File: src/rtl/outbound_link_arbiter_pkg.sv
// Shared definitions for the outbound link arbiter and the output buffers
// that feed it.
//   - arb_state_t : arbiter FSM state encoding (IDLE, GRANT, XFER)
//   - DEF_*       : default sizing constants used by the arbiter parameters
//   - ob_pkt_t    : packet image exchanged by the output buffers
package outbound_link_arbiter_pkg;

  localparam int DEF_NUM_PORTS     = 4;
  localparam int DEF_BYTES_PER_PKT = 4;
  localparam int DEF_TIMEOUT       = 8;

  typedef enum logic [1:0] {
    IDLE  = 2'd0,
    GRANT = 2'd1,
    XFER  = 2'd2
  } arb_state_t;

  // Whole packet as held by an output buffer; byte 0 is sent first.
  typedef struct packed {
    logic [DEF_BYTES_PER_PKT-1:0][7:0] data;
  } ob_pkt_t;

endpackage

File: src/rtl/rr_pick.sv
// Round-robin request picker, purely combinational.
// Ports:
//   req  [N]    : request vector
//   last [ID_W] : index granted most recently; search starts at last+1
//   idx  [ID_W] : first requesting index found, wrapping modulo N
//   any         : at least one request is set (idx valid)
module rr_pick #(
  parameter int N    = 4,
  parameter int ID_W = $clog2(N)
) (
  input  logic [N-1:0]    req,
  input  logic [ID_W-1:0] last,
  output logic [ID_W-1:0] idx,
  output logic            any
);

  logic [ID_W-1:0] probe;

  // NOTE: every output and temporary gets a default at the top of the block,
  // so no path leaves a value held and no latch is inferred.
  always_comb begin
    idx   = '0;
    any   = 1'b0;
    probe = last;
    for (int k = 0; k < N; k++) begin
      probe = (probe == ID_W'(N - 1)) ? '0 : probe + 1'b1;
      if (!any && req[probe]) begin
        any = 1'b1;
        idx = probe;
      end
    end
  end

endmodule

File: src/rtl/outbound_link_arbiter.sv
// Shares one outbound byte link between NUM_PORTS output buffers.
// A waiting buffer is picked round-robin, pulsed with read_from_ob for one
// cycle, then its byte stream is forwarded until BYTES_PER_PKT bytes have
// passed or TIMEOUT consecutive silent cycles abort the transfer.
// Ports:
//   clock, reset_n          : clock, asynchronous active-low reset
//   pkt_ready  [NUM_PORTS]  : buffer i holds a packet
//   payload_in [NUM_PORTS]x8, put_in [NUM_PORTS] : per-buffer byte streams
//   link_ready              : link can take a new packet
//   read_from_ob [NUM_PORTS]: one-hot start pulse to the granted buffer
//   payload_out [8], put_out: forwarded byte stream
//   grant_id                : current / last granted port
//   busy                    : transfer in progress (GRANT or XFER)
//   err_timeout             : sticky timeout-abort flag
//   pkt_count [NUM_PORTS]x16: completed packets per port (OUT_ARB_STATS_EN only)
// Optional feature macro: OUT_ARB_STATS_EN adds the pkt_count statistics port.
module outbound_link_arbiter
  import outbound_link_arbiter_pkg::*;
#(
  parameter int NUM_PORTS     = DEF_NUM_PORTS,
  parameter int BYTES_PER_PKT = DEF_BYTES_PER_PKT,
  parameter int TIMEOUT       = DEF_TIMEOUT
) (
  input  logic                            clock,
  input  logic                            reset_n,
  input  logic [NUM_PORTS-1:0]            pkt_ready,
  input  logic [NUM_PORTS-1:0][7:0]       payload_in,
  input  logic [NUM_PORTS-1:0]            put_in,
  input  logic                            link_ready,
  output logic [NUM_PORTS-1:0]            read_from_ob,
  output logic [7:0]                      payload_out,
  output logic                            put_out,
  output logic [$clog2(NUM_PORTS)-1:0]    grant_id,
  output logic                            busy,
  output logic                            err_timeout
`ifdef OUT_ARB_STATS_EN
  ,
  output logic [NUM_PORTS-1:0][15:0]      pkt_count
`endif
);

  localparam int ID_W = $clog2(NUM_PORTS);
  localparam int BC_W = $clog2(BYTES_PER_PKT + 1);
  localparam int IC_W = $clog2(TIMEOUT + 1);

  arb_state_t      state;
  logic [ID_W-1:0] last_grant;
  logic [ID_W-1:0] pick_idx;
  logic            pick_any;
  logic [BC_W-1:0] byte_cnt;
  logic [IC_W-1:0] idle_cnt;
  logic            byte_seen;
  logic            pkt_done;
  logic            pkt_abort;

  rr_pick #(
    .N    (NUM_PORTS),
    .ID_W (ID_W)
  ) u_rr_pick (
    .req  (pkt_ready),
    .last (last_grant),
    .idx  (pick_idx),
    .any  (pick_any)
  );

  // Only the granted buffer's strobe matters; the others are ignored.
  assign byte_seen = (state == XFER) && put_in[grant_id];
  // The byte that brings the count to BYTES_PER_PKT ends the packet.
  assign pkt_done  = byte_seen && (byte_cnt == BC_W'(BYTES_PER_PKT - 1));
  assign pkt_abort = (state == XFER) && !put_in[grant_id] &&
                     (idle_cnt == IC_W'(TIMEOUT - 1));

  // NOTE: state registers use non-blocking assignments so every flop samples
  // the pre-edge values regardless of statement order.
  always_ff @(posedge clock or negedge reset_n) begin
    if (!reset_n) begin
      state        <= IDLE;
      grant_id     <= '0;
      last_grant   <= ID_W'(NUM_PORTS - 1);
      byte_cnt     <= '0;
      idle_cnt     <= '0;
      read_from_ob <= '0;
      busy         <= 1'b0;
      err_timeout  <= 1'b0;
    end else begin
      unique case (state)
        IDLE: begin
          if (link_ready && pick_any) begin
            state        <= GRANT;
            grant_id     <= pick_idx;
            read_from_ob <= {{(NUM_PORTS-1){1'b0}}, 1'b1} << pick_idx;
            busy         <= 1'b1;
          end
        end
        GRANT: begin
          state        <= XFER;
          read_from_ob <= '0;
          byte_cnt     <= '0;
          idle_cnt     <= '0;
        end
        XFER: begin
          if (byte_seen) begin
            byte_cnt <= byte_cnt + 1'b1;
            idle_cnt <= '0;
          end else begin
            idle_cnt <= idle_cnt + 1'b1;
          end
          if (pkt_abort) begin
            err_timeout <= 1'b1;
          end
          if (pkt_done || pkt_abort) begin
            state      <= IDLE;
            busy       <= 1'b0;
            last_grant <= grant_id;
          end
        end
        default: state <= IDLE;
      endcase
    end
  end

  // Link side is a straight mux so the byte leaves in the cycle it arrives;
  // it also drops to zero the instant reset forces the state to IDLE.
  always_comb begin
    put_out     = 1'b0;
    payload_out = '0;
    if (state == XFER) begin
      put_out     = put_in[grant_id];
      payload_out = payload_in[grant_id];
    end
  end

`ifdef OUT_ARB_STATS_EN
  // NOTE: the counter array is a small flop bank, not a RAM, so it is reset
  // as a whole; a RAM-backed version would have to be cleared by a walk.
  always_ff @(posedge clock or negedge reset_n) begin
    if (!reset_n) begin
      pkt_count <= '0;
    end else if (pkt_done && (pkt_count[grant_id] != 16'hFFFF)) begin
      pkt_count[grant_id] <= pkt_count[grant_id] + 16'd1;
    end
  end
`endif

endmodule

File: config.mk
export PLATFORM = sky130hd
export DESIGN_NAME = outbound_link_arbiter
export DESIGN_NICKNAME = d
export VERILOG_FILES = /design/src/rtl/outbound_link_arbiter_pkg.sv /design/src/rtl/rr_pick.sv /design/src/rtl/outbound_link_arbiter.sv
export SDC_FILE = /design/constraint.sdc
export NUM_CORES = 1
export LEC_CHECK = 0
export CORE_ASPECT_RATIO = 0.9
export CORE_MARGIN = 3
export CORE_UTILIZATION = 45
export DETAILED_ROUTE_END_ITERATION = 8
export HOLD_SLACK_MARGIN = 0.05
export PLACE_DENSITY = 0.93
export SLEW_MARGIN = 20
export SYNTH_ARGS = -nofsm -noshare
export SYNTH_HDL_FRONTEND = slang
export SYNTH_SLANG_ARGS = --single-unit
File: constraint.sdc
create_clock -name clock -period 3.15 [get_ports clock]
set_input_delay 0.63 -clock clock [delete_from_list [all_inputs] [get_ports clock]]
set_output_delay 0.63 -clock clock [all_outputs]
set_load 0.05 [all_outputs]
* After elaboration in Yosys (flattened, before gate mapping)
Cells that the tools add are included.
** Word-level totals
- Bits in registers :: 19
- Bits of input ports :: 43
- Output and inout port bits :: 17
** Cells by class
- Add/sub/neg operators :: 6
- Order comparisons :: 5
- Equality and inequality tests :: 11
- Shifts and indexed selects :: 1
- Multiplexer cells :: 38
- Reduce and logical (&&, ||, !) cells :: 24
** Operators with widths (count)
- 2-bit 2-to-1 mux :: 10
- 8-bit binary-select mux with 2-bit select :: 1
- 8-bit 2-to-1 mux :: 2
- 4-bit one-hot mux with 2 select lines :: 2
- 2-bit by 3-bit less-than comparator with 1-bit output (second input constant) :: 5
- 1-bit 2-to-1 mux :: 12
- 2-bit AND reduction :: 6
- 1-bit binary-select mux with 2-bit select :: 5
- 2-bit equality test (second input constant) :: 5
- 2-bit by 1-bit adder with 2-bit output (second input constant) :: 4
- 1-bit logical AND :: 8
- 4-bit 2-to-1 mux :: 2
- 2-bit one-hot mux with 3 select lines :: 1
- 3-bit one-hot mux with 2 select lines :: 1
- 2-bit nonzero test :: 3
- 4-bit by 1-bit adder with 4-bit output (second input constant) :: 1
- 4-bit by 3-bit equality test with 1-bit output (second input constant) :: 1
- 1-bit zero test :: 4
- 2-bit inequality test (second input constant) :: 2
- 1-bit by 2-bit left shift with 4-bit output (first input constant) :: 1
- 3-bit by 1-bit adder with 3-bit output (second input constant) :: 1
- 3-bit by 2-bit equality test with 1-bit output (second input constant) :: 1
- 3-bit 2-to-1 mux :: 1
- 3-bit AND reduction :: 1
- other kinds (5) :: 5

* Depth between registers and ports, before layout
Gate-level depths: netlist of run 1.
- Depth after elaboration :: 17
- Mapped depth :: 6

* Modules after synthesis
Synthesis of run 1 repeated with hierarchy kept, for this count alone.
** Second synthesis, totals
- Cells, all modules :: 118
- Area total of the unflattened synthesis :: 1348.8 um2
** Modules (own cells, without submodules)
- outbound_link_arbiter :: instances 1, cells each 103, area each 1241.2 um2, sequential area each 478.0 um2
- rr_pick :: instances 1, cells each 15, area each 107.6 um2, sequential area each 0.0 um2

* Least setup slack after synthesis of run 1
Ideal clock, no wire load.
- Path type :: flip-flop to output port
- Start :: register grant_id[0]
- End :: output payload_out[0]
- Arrival :: 1.840 ns
- Path slack :: 0.680 ns
- Stages on the path, launching flop included :: 4
- Path through :: dfrtp_1 > buf_2 > mux4_2 > and2_1
** Between the ends
- Cells in the longest elaborated chain, start to end :: 3
** RTL lines
- start: declaration :: line outbound_link_arbiter.sv:33 : output logic [$clog2(NUM_PORTS)-1:0] grant_id,
- start signal: assignment :: line outbound_link_arbiter.sv:90 : grant_id <= pick_idx;
- 8-bit binary-select mux with 2-bit select :: line outbound_link_arbiter.sv:129 : payload_out = payload_in[grant_id];
- 8-bit 2-to-1 mux (implied by the code) :: line outbound_link_arbiter.sv:129
- 8-bit 2-to-1 mux :: line outbound_link_arbiter.sv:127 : if (state == XFER) begin
- end: declaration :: line outbound_link_arbiter.sv:31 : output logic [7:0] payload_out,
No other way between the ends. The select of a mux whose other input is x is not followed.

* Worst setup path after layout of run 1
- Start :: register grant_id[0]
- End :: output put_out
** Between the ends
- Cells in the longest elaborated chain, start to end :: 3
** RTL lines
- 1-bit binary-select mux with 2-bit select :: line outbound_link_arbiter.sv:128 : put_out = put_in[grant_id];
- 1-bit 2-to-1 mux (implied by the code) :: line outbound_link_arbiter.sv:128
- 1-bit 2-to-1 mux :: line outbound_link_arbiter.sv:127
- end: declaration :: line outbound_link_arbiter.sv:32 : output logic put_out,
No other way between the ends. The select of a mux whose other input is x is not followed.

==> results.py, run 1 <==
metrics = {
    "placed_design": {
        "placed_cell_area_sq_um": 1930,
        "hpwl_microns": 3130,
        "placedCellCount": 218,
        "preCtsSetupSlack_ps": 474,
        "io_buffer_count": 59,
        "gp_congestion": 0.786,
    },
    "sta": {
        "fin_crit_sh_pct": 89.7,
        "slew_viol_final": 0,
        "finalSetupViolCount": 0,
        "setup_tns_ps": 0,
        "fin_ws_ps": 325,
        "hold_viol_final": 0,
        "worst_pin_slew_ps": 846,
        "relSlewSlack_pct": 43.4,
        "fin_skew_ps": 10.5,
        "rsz0062_at_grt": "no",
        "hold_slack_ps": 490,
        "max_freq_mhz": 354,
        "period_minus_slack_ps": 2830,
    },
    "clock_network": {
        "numCtsBuffers": 3,
        "cts_root_buf": "clkbuf_4",
        "post_cts_buffers": 0,
        "clkTransAtPathRegs_ps": 120,
        "clockBufferDepth": 2,
        "cts.sinks": 19,
        "cts_resized": 0,
        "cts_tree": "done",
        "cts_hold_buf": 0,
        "h-tree-depth": 1,
        "clkLatencyLatePin_ps": 300,
    },
    "global_routing": {
        "grt_usage_pct": 21.8,
        "grt_first_pass_wirelength_microns": 6220,
        "grt.overflow.total": 0,
        "grt_pass1_vias": 1307,
        "grt_max_degree": 20,
        "antenna_found_initial": 0,
    },
    "synthesis": {
        "yosys.area_share.simple_pct": 16.9,
        "seq_area_frac_synth_pct": 35.8,
        "ys.flop_type": "dfrtp_1",
        "synth-xor-area-share_pct": 0.655,
        "synth-compound-area-share_pct": 17.1,
        "synth.avg_cell_area_sq_um": 10.9,
        "synth_top_family_by_area": "multiplexers",
        "async_flop_share_pct": 100,
        "synthMuxAreaShare_pct": 19.5,
        "synth-edff-count": 0,
        "synth_nets": 173,
        "syn_inst": 123,
        "synth_adder_area_share_pct": 6.55,
        "ys_ff_latch": 19,
        "syn_area_sq_um": 1340,
        "ys_types": 38,
        "ys_warn_count": 0,
    },
    "flow_run": {
        "maxCapViolCount": 0,
    },
    "setup_path": {
        "cp_max_fo": 12,
        "slowest_stage": "dfrtp_1",
        "startpoint_type": "flop",
        "max_stage_delay_ps": 770,
        "crit_path_cell_trace": "mux4_2, and2_1, buf_4",
        "cp-end-kind": "output port",
        "cp_num_buf_inv": 1,
        "path_class": "reg -> out",
        "cpLargestDelayFamily": "flip-flops",
        "cp.arrival_ps": 2200,
        "required_ps": 2520,
    },
    "floorplanning": {
        "num_rows": 18,
        "die_h_microns": 57.7,
        "fp.dieW_microns": 63.4,
        "dieArea_sq_um": 3660,
        "num_io_pins": 60,
        "core_sq_um": 2790,
        "initial_core_util_pct": 47.8,
    },
    "pwr": {
        "ir_worst_vdd_mv": 0.358,
        "p_leak_nw": 0.815,
        "power.density_nw_per_um2": 735,
    },
    "finish": {
        "syn_to_final_growth_pct": 46.7,
        "drive_gt1_share_pct": 16.5,
        "layout_common_cells": "clkdlybuf4s50_1 (50), dfrtp_1 (17), o21ai_0 (10)",
        "antenna_cells": 0,
        "nets": 233,
        "instances_no_fill": 222,
        "final_common_cell": "clkdlybuf4s50_1",
        "postLayoutCellArea_sq_um": 1960,
    },
    "routing": {
        "wl_microns": 3750,
        "drc_errors": 0,
        "vias": 1223,
        "drtAntennaViolNets": 0,
        "first_iter_violations": 63,
        "wire_per_inst_microns": 16.9,
        "drt_first_pass_iters": 4,
        "viasPerCell": 5.51,
    },
    "min_path": {
        "min_path_type": "reg -> reg",
    },
    "outcome": {
        "status": "finished clean",
    },
}
-- metrics by stage --
stage | power (mW) | utilization, %
floorplan | 1.06 | -
global placement | 1.28 | 69.1
detailed placement | 1.32 | 69.1
CTS | 1.45 | 70.2
global route | 1.54 | 70.2
finish | 1.44 | 70.2
-- cells in the mapped netlist, types with 2 or more instances --
| cell type | n | area share (%) |
|---|---|---|
| ha_1 | 7 | 6.6 |
| o21bai_1 | 2 | 1.1 |
| nor2_1 | 5 | 1.4 |
| o21ai_0 | 10 | 3.7 |
| dfstp_2 | 2 | 3.9 |
| inv_1 | 6 | 1.7 |
| mux4_2 | 9 | 15 |
| nand3_1 | 3 | 1.1 |
| a31oi_1 | 3 | 1.4 |
| mux2_2 | 2 | 1.7 |
| dfrtp_1 | 17 | 32 |
| o31ai_1 | 7 | 3.9 |
| nand3b_1 | 4 | 2.2 |
| mux2i_1 | 2 | 1.5 |
| and2_1 | 9 | 4.2 |
| a21oi_1 | 3 | 1.1 |
| nand2b_1 | 4 | 1.9 |
| clkbuf_1 | 2 | 0.56 |
| nand2_1 | 7 | 2.0 |
-- worst reg2reg max path, stage by stage (launching register included) --
cell and delay [ps]:
dfrtp_1 770, mux4_2 720, nand2b_4 210, o21ai_2 210
mux2_2 360
-- logic make-up (layout without fill, tap and decap cells) --
| family | Yosys count | after routing |
|---|---|---|
| compound gates | 34 | 34 |
| xor+xnor | 1 | 1 |
| fa+ha+maj | 7 | 7 |
| buf+inv | 10 | 69 |
| flops | 19 | 19 |
| mux | 14 | 14 |
| simple gates | 38 | 38 |
-- state kept, by name, indices dropped and copies added, names as in the netlist --
| register | flops |
|---|---|
| busy | 1 |
| byte_cnt | 3 |
| err_timeout | 1 |
| grant_id | 2 |
| idle_cnt | 4 |
| last_grant | 2 |
| read_from_ob | 4 |
| state | 2 |
-- metal layers --
| metal | track usage [%] | routed length (microns) | vias to the layer above |
|---|---|---|---|
| li1 | - | - | 589 |
| met1 | 24.0 | 1390 | 602 |
| met2 | 42.9 | 2140 | 22 |
| met3 | 4.65 | 124 | 10 |
| met4 | 5.23 | 82 | 0 |
| met5 | 0 | 0 | - |
-- layout make-up --
cell class,instances,area [sq um]
fill,228,832
clock inverter,1,7.51
timing repair buffer,59,568
inverter,6,22.5
tap,40,50.0
clock buffer,3,22.5
multi-input combinational,94,812
sequential,19,478
-- report_power, final --
group / switching [mW] / internal, mW
combinational: 0.510 / 0.395
clock: 0.0798 / 0.0484
sequential: 0.0994 / 0.310
total: 0.689 / 0.753
-- worst paths after layout --
check	startpoint	endpoint	slack [ps]	cells past startpoint
max	grant_id[0]	put_out	320	3
min	idle_cnt[3]	idle_cnt[3]	490	1
max reg2reg	grant_id[0]	last_grant[0]	810	4
min reg2reg	idle_cnt[3]	idle_cnt[3]	490	1
max in group asynchronous	reset_n	idle_cnt[3]	1830	1
min in group asynchronous	reset_n	byte_cnt[0]	790	1
Note: power is estimated with default switching activity, not from simulation.
==> run 2: changes to the inputs <==
SLEW_MARGIN = 5   (was 20)
==> results of run 2 <==
Final layout, timing and power as in run 1 (identical DEF).
==> run 3: changes to the inputs <==
PLACE_DENSITY = 0.92   (was 0.93)
SLEW_MARGIN = 20   (was 5)
SYNTH_HIERARCHICAL = 1   (was default)
==> results.py, run 3 <==
metrics = {
    "clock_network": {
        "cts.sinks": 19,
        "cts_hold_buf": 0,
        "cts_root_buf": "clkbuf_4",
        "clkTransAtPathRegs_ps": 120,
        "post_cts_buffers": 0,
        "cts_tree": "done",
        "numCtsBuffers": 3,
        "cts_resized": 0,
        "clockBufferDepth": 2,
        "h-tree-depth": 1,
        "clkLatencyLatePin_ps": 300,
    },
    "synthesis": {
        "async_flop_share_pct": 100,
        "syn_area_sq_um": 1350,
        "synth.largest_area_cell": "dfrtp_1",
        "ys_top_cells_by_count": "dfrtp_1 (17), and2_1 (9), inv_1 (9), mux4_2 (9), ha_1 (8)",
        "synth_top_area_share_pct": 31.5,
        "syn_inst": 118,
        "synth.most_common_cell": "dfrtp_1",
        "synth.area.top_cells": "dfrtp_1 (32%), mux4_2 (15%), ha_1 (7.4%)",
        "ys.flop_type": "dfrtp_1",
        "synth_nets": 169,
        "synth.avg_cell_area_sq_um": 11.4,
        "ys_ff_latch": 19,
        "seq_area_frac_synth_pct": 35.4,
        "synth-edff-count": 0,
        "ys_types": 39,
        "ys_warn_count": 6,
    },
    "routing": {
        "first_iter_violations": 48,
        "viasPerCell": 5.37,
        "wire_per_inst_microns": 15.6,
        "drt_first_pass_iters": 4,
        "drtAntennaViolNets": 0,
        "drc_errors": 0,
        "wl_microns": 3380,
        "vias": 1159,
    },
    "flow_run": {
        "maxCapViolCount": 0,
    },
    "pwr": {
        "p_sw_uw": 697,
        "pwr-share-comb_pct": 64.0,
        "power.density_nw_per_um2": 750,
        "clock_power_share_pct": 8.5,
        "ir_worst_vdd_mv": 0.514,
        "sw_frac_of_total_pct": 47.2,
        "p_int_uw": 778,
        "seqPwrFrac_pct": 27.5,
        "p_leak_nw": 0.872,
        "finalPower_mw": 1.47,
    },
    "placed_design": {
        "preCtsSetupSlack_ps": 498,
        "gp_congestion": 0.726,
        "hpwl_microns": 2820,
        "placed_cell_area_sq_um": 1940,
        "io_buffer_count": 59,
    },
    "sta": {
        "worst_pin_slew_ps": 814,
        "finalSetupViolCount": 0,
        "period_minus_slack_ps": 2760,
        "max_freq_mhz": 362,
        "relSlewSlack_pct": 45.5,
        "slew_viol_final": 0,
        "hold_viol_final": 0,
        "rsz0062_at_grt": "no",
        "fin_crit_sh_pct": 87.6,
        "setup_tns_ps": 0,
        "fin_ws_ps": 390,
        "fin_skew_ps": 11.3,
    },
    "outcome": {
        "status": "finished clean",
    },
    "finish": {
        "layout_common_cells": "clkdlybuf4s50_1 (50), dfrtp_1 (17)",
        "drive_gt1_share_pct": 18.2,
        "syn_to_final_growth_pct": 45.8,
        "fill_cells": 221,
        "postLayoutCellArea_sq_um": 1970,
        "nets": 228,
        "antenna_cells": 0,
        "final_common_cell": "clkdlybuf4s50_1",
        "top_regs": "idle_cnt: 4 flops, read_from_ob: 4 flops, byte_cnt: 3 flops",
    },
    "floorplanning": {
        "fp.dieW_microns": 63.7,
        "dieArea_sq_um": 3690,
        "initial_core_util_pct": 48.3,
        "num_io_pins": 60,
        "die_h_microns": 57.9,
        "num_rows": 18,
        "core_sq_um": 2790,
    },
    "setup_path": {
        "slowest_stage": "dfrtp_1",
        "reg2reg_depth": 4,
        "path_class": "reg -> out",
        "cp.arrival_ps": 2130,
        "cp-end-kind": "output port",
        "crit_path_cell_trace": "mux4_2, and2_1, buf_4",
        "max_stage_delay_ps": 720,
        "startpoint_type": "flop",
        "required_ps": 2520,
        "cp_max_fo": 12,
    },
    "global_routing": {
        "grt.overflow.total": 0,
        "antenna_found_initial": 0,
        "grt_usage_pct": 19.9,
        "grt_max_degree": 20,
        "grt_pass1_vias": 1198,
        "grt_first_pass_wirelength_microns": 5780,
    },
    "min_path": {
        "min_path_cells": 1,
        "min_path_type": "reg -> reg",
    },
}
## run 3: cell types whose count changed after synthesis, sizes merged, moves of 3 or more
cell,change
o31ai,-7
mux2,+4
nand2,-4
inv,+3
nand3b,-3
nor3,+3
## run 3: kinds of logic after synthesis
group / synth area share, %
compound gates: 13.0
xor+xnor: 0.649
fa+ha+maj: 7.42
buf+inv: 4.54
flops: 35.4
mux: 25.0
simple gates: 13.9
## run 3: layout make-up
type                       count  area [sq um]  share of cell area (%)
timing repair buffer          59           568                    28.9
multi-input combinational     85           810                    41.2
tap                           40          50.0                    2.54
sequential                    19           478                    24.3
clock inverter                 1          5.00                   0.254
clock buffer                   3          22.5                    1.15
inverter                       9          33.8                    1.72
## run 3: path summary, 6_finish.rpt
kind | startpoint | end | slack, ps
max in group asynchronous | reset_n | err_timeout | 1850
min reg2reg | err_timeout | err_timeout | 480
max | grant_id[0] | put_out | 390
min in group asynchronous | reset_n | state[1] | 780
max reg2reg | grant_id[0] | state[0] | 800
min | err_timeout | err_timeout | 480
## run 3: power by group through the flow
stage | clock network [mW] | logic [mW] | registers [mW]
2_1_floorplan | 0 | 0.622 | 0.480
3_3_place_gp | 0 | 0.909 | 0.412
3_5_place_dp | 0 | 0.946 | 0.413
4_1_cts | 0.125 | 0.950 | 0.408
5_1_grt | 0.135 | 1.02 | 0.423
6_report | 0.125 | 0.944 | 0.405
## run 3: worst max-delay path: cells and delay by family, from the launching register on
kind / cells / cell delay (ps)
flops: 1 / 720
simple gates: 1 / 210
mux: 1 / 720
buf+inv: 1 / 180
## run 3: layer usage
layer  track usage, %  vias to the layer above  wire length, microns
met3             4.84                        2                   260
met5                0                        -                     0
met4             2.77                        0                     8
met1             26.0                      554                  1480
li1                 -                      550                     -
met2             34.5                       53                  1630
## run 3: metrics by stage
stage / hold WS, ps / instances / utilization, %
after floorplan: 334 / 118 / -
after global placement: 440 / 212 / 69.4
after detailed placement: 453 / 212 / 69.4
after CTS: 477 / 216 / 70.4
after global routing: 496 / 216 / 70.4
final: 476 / 216 / 70.4
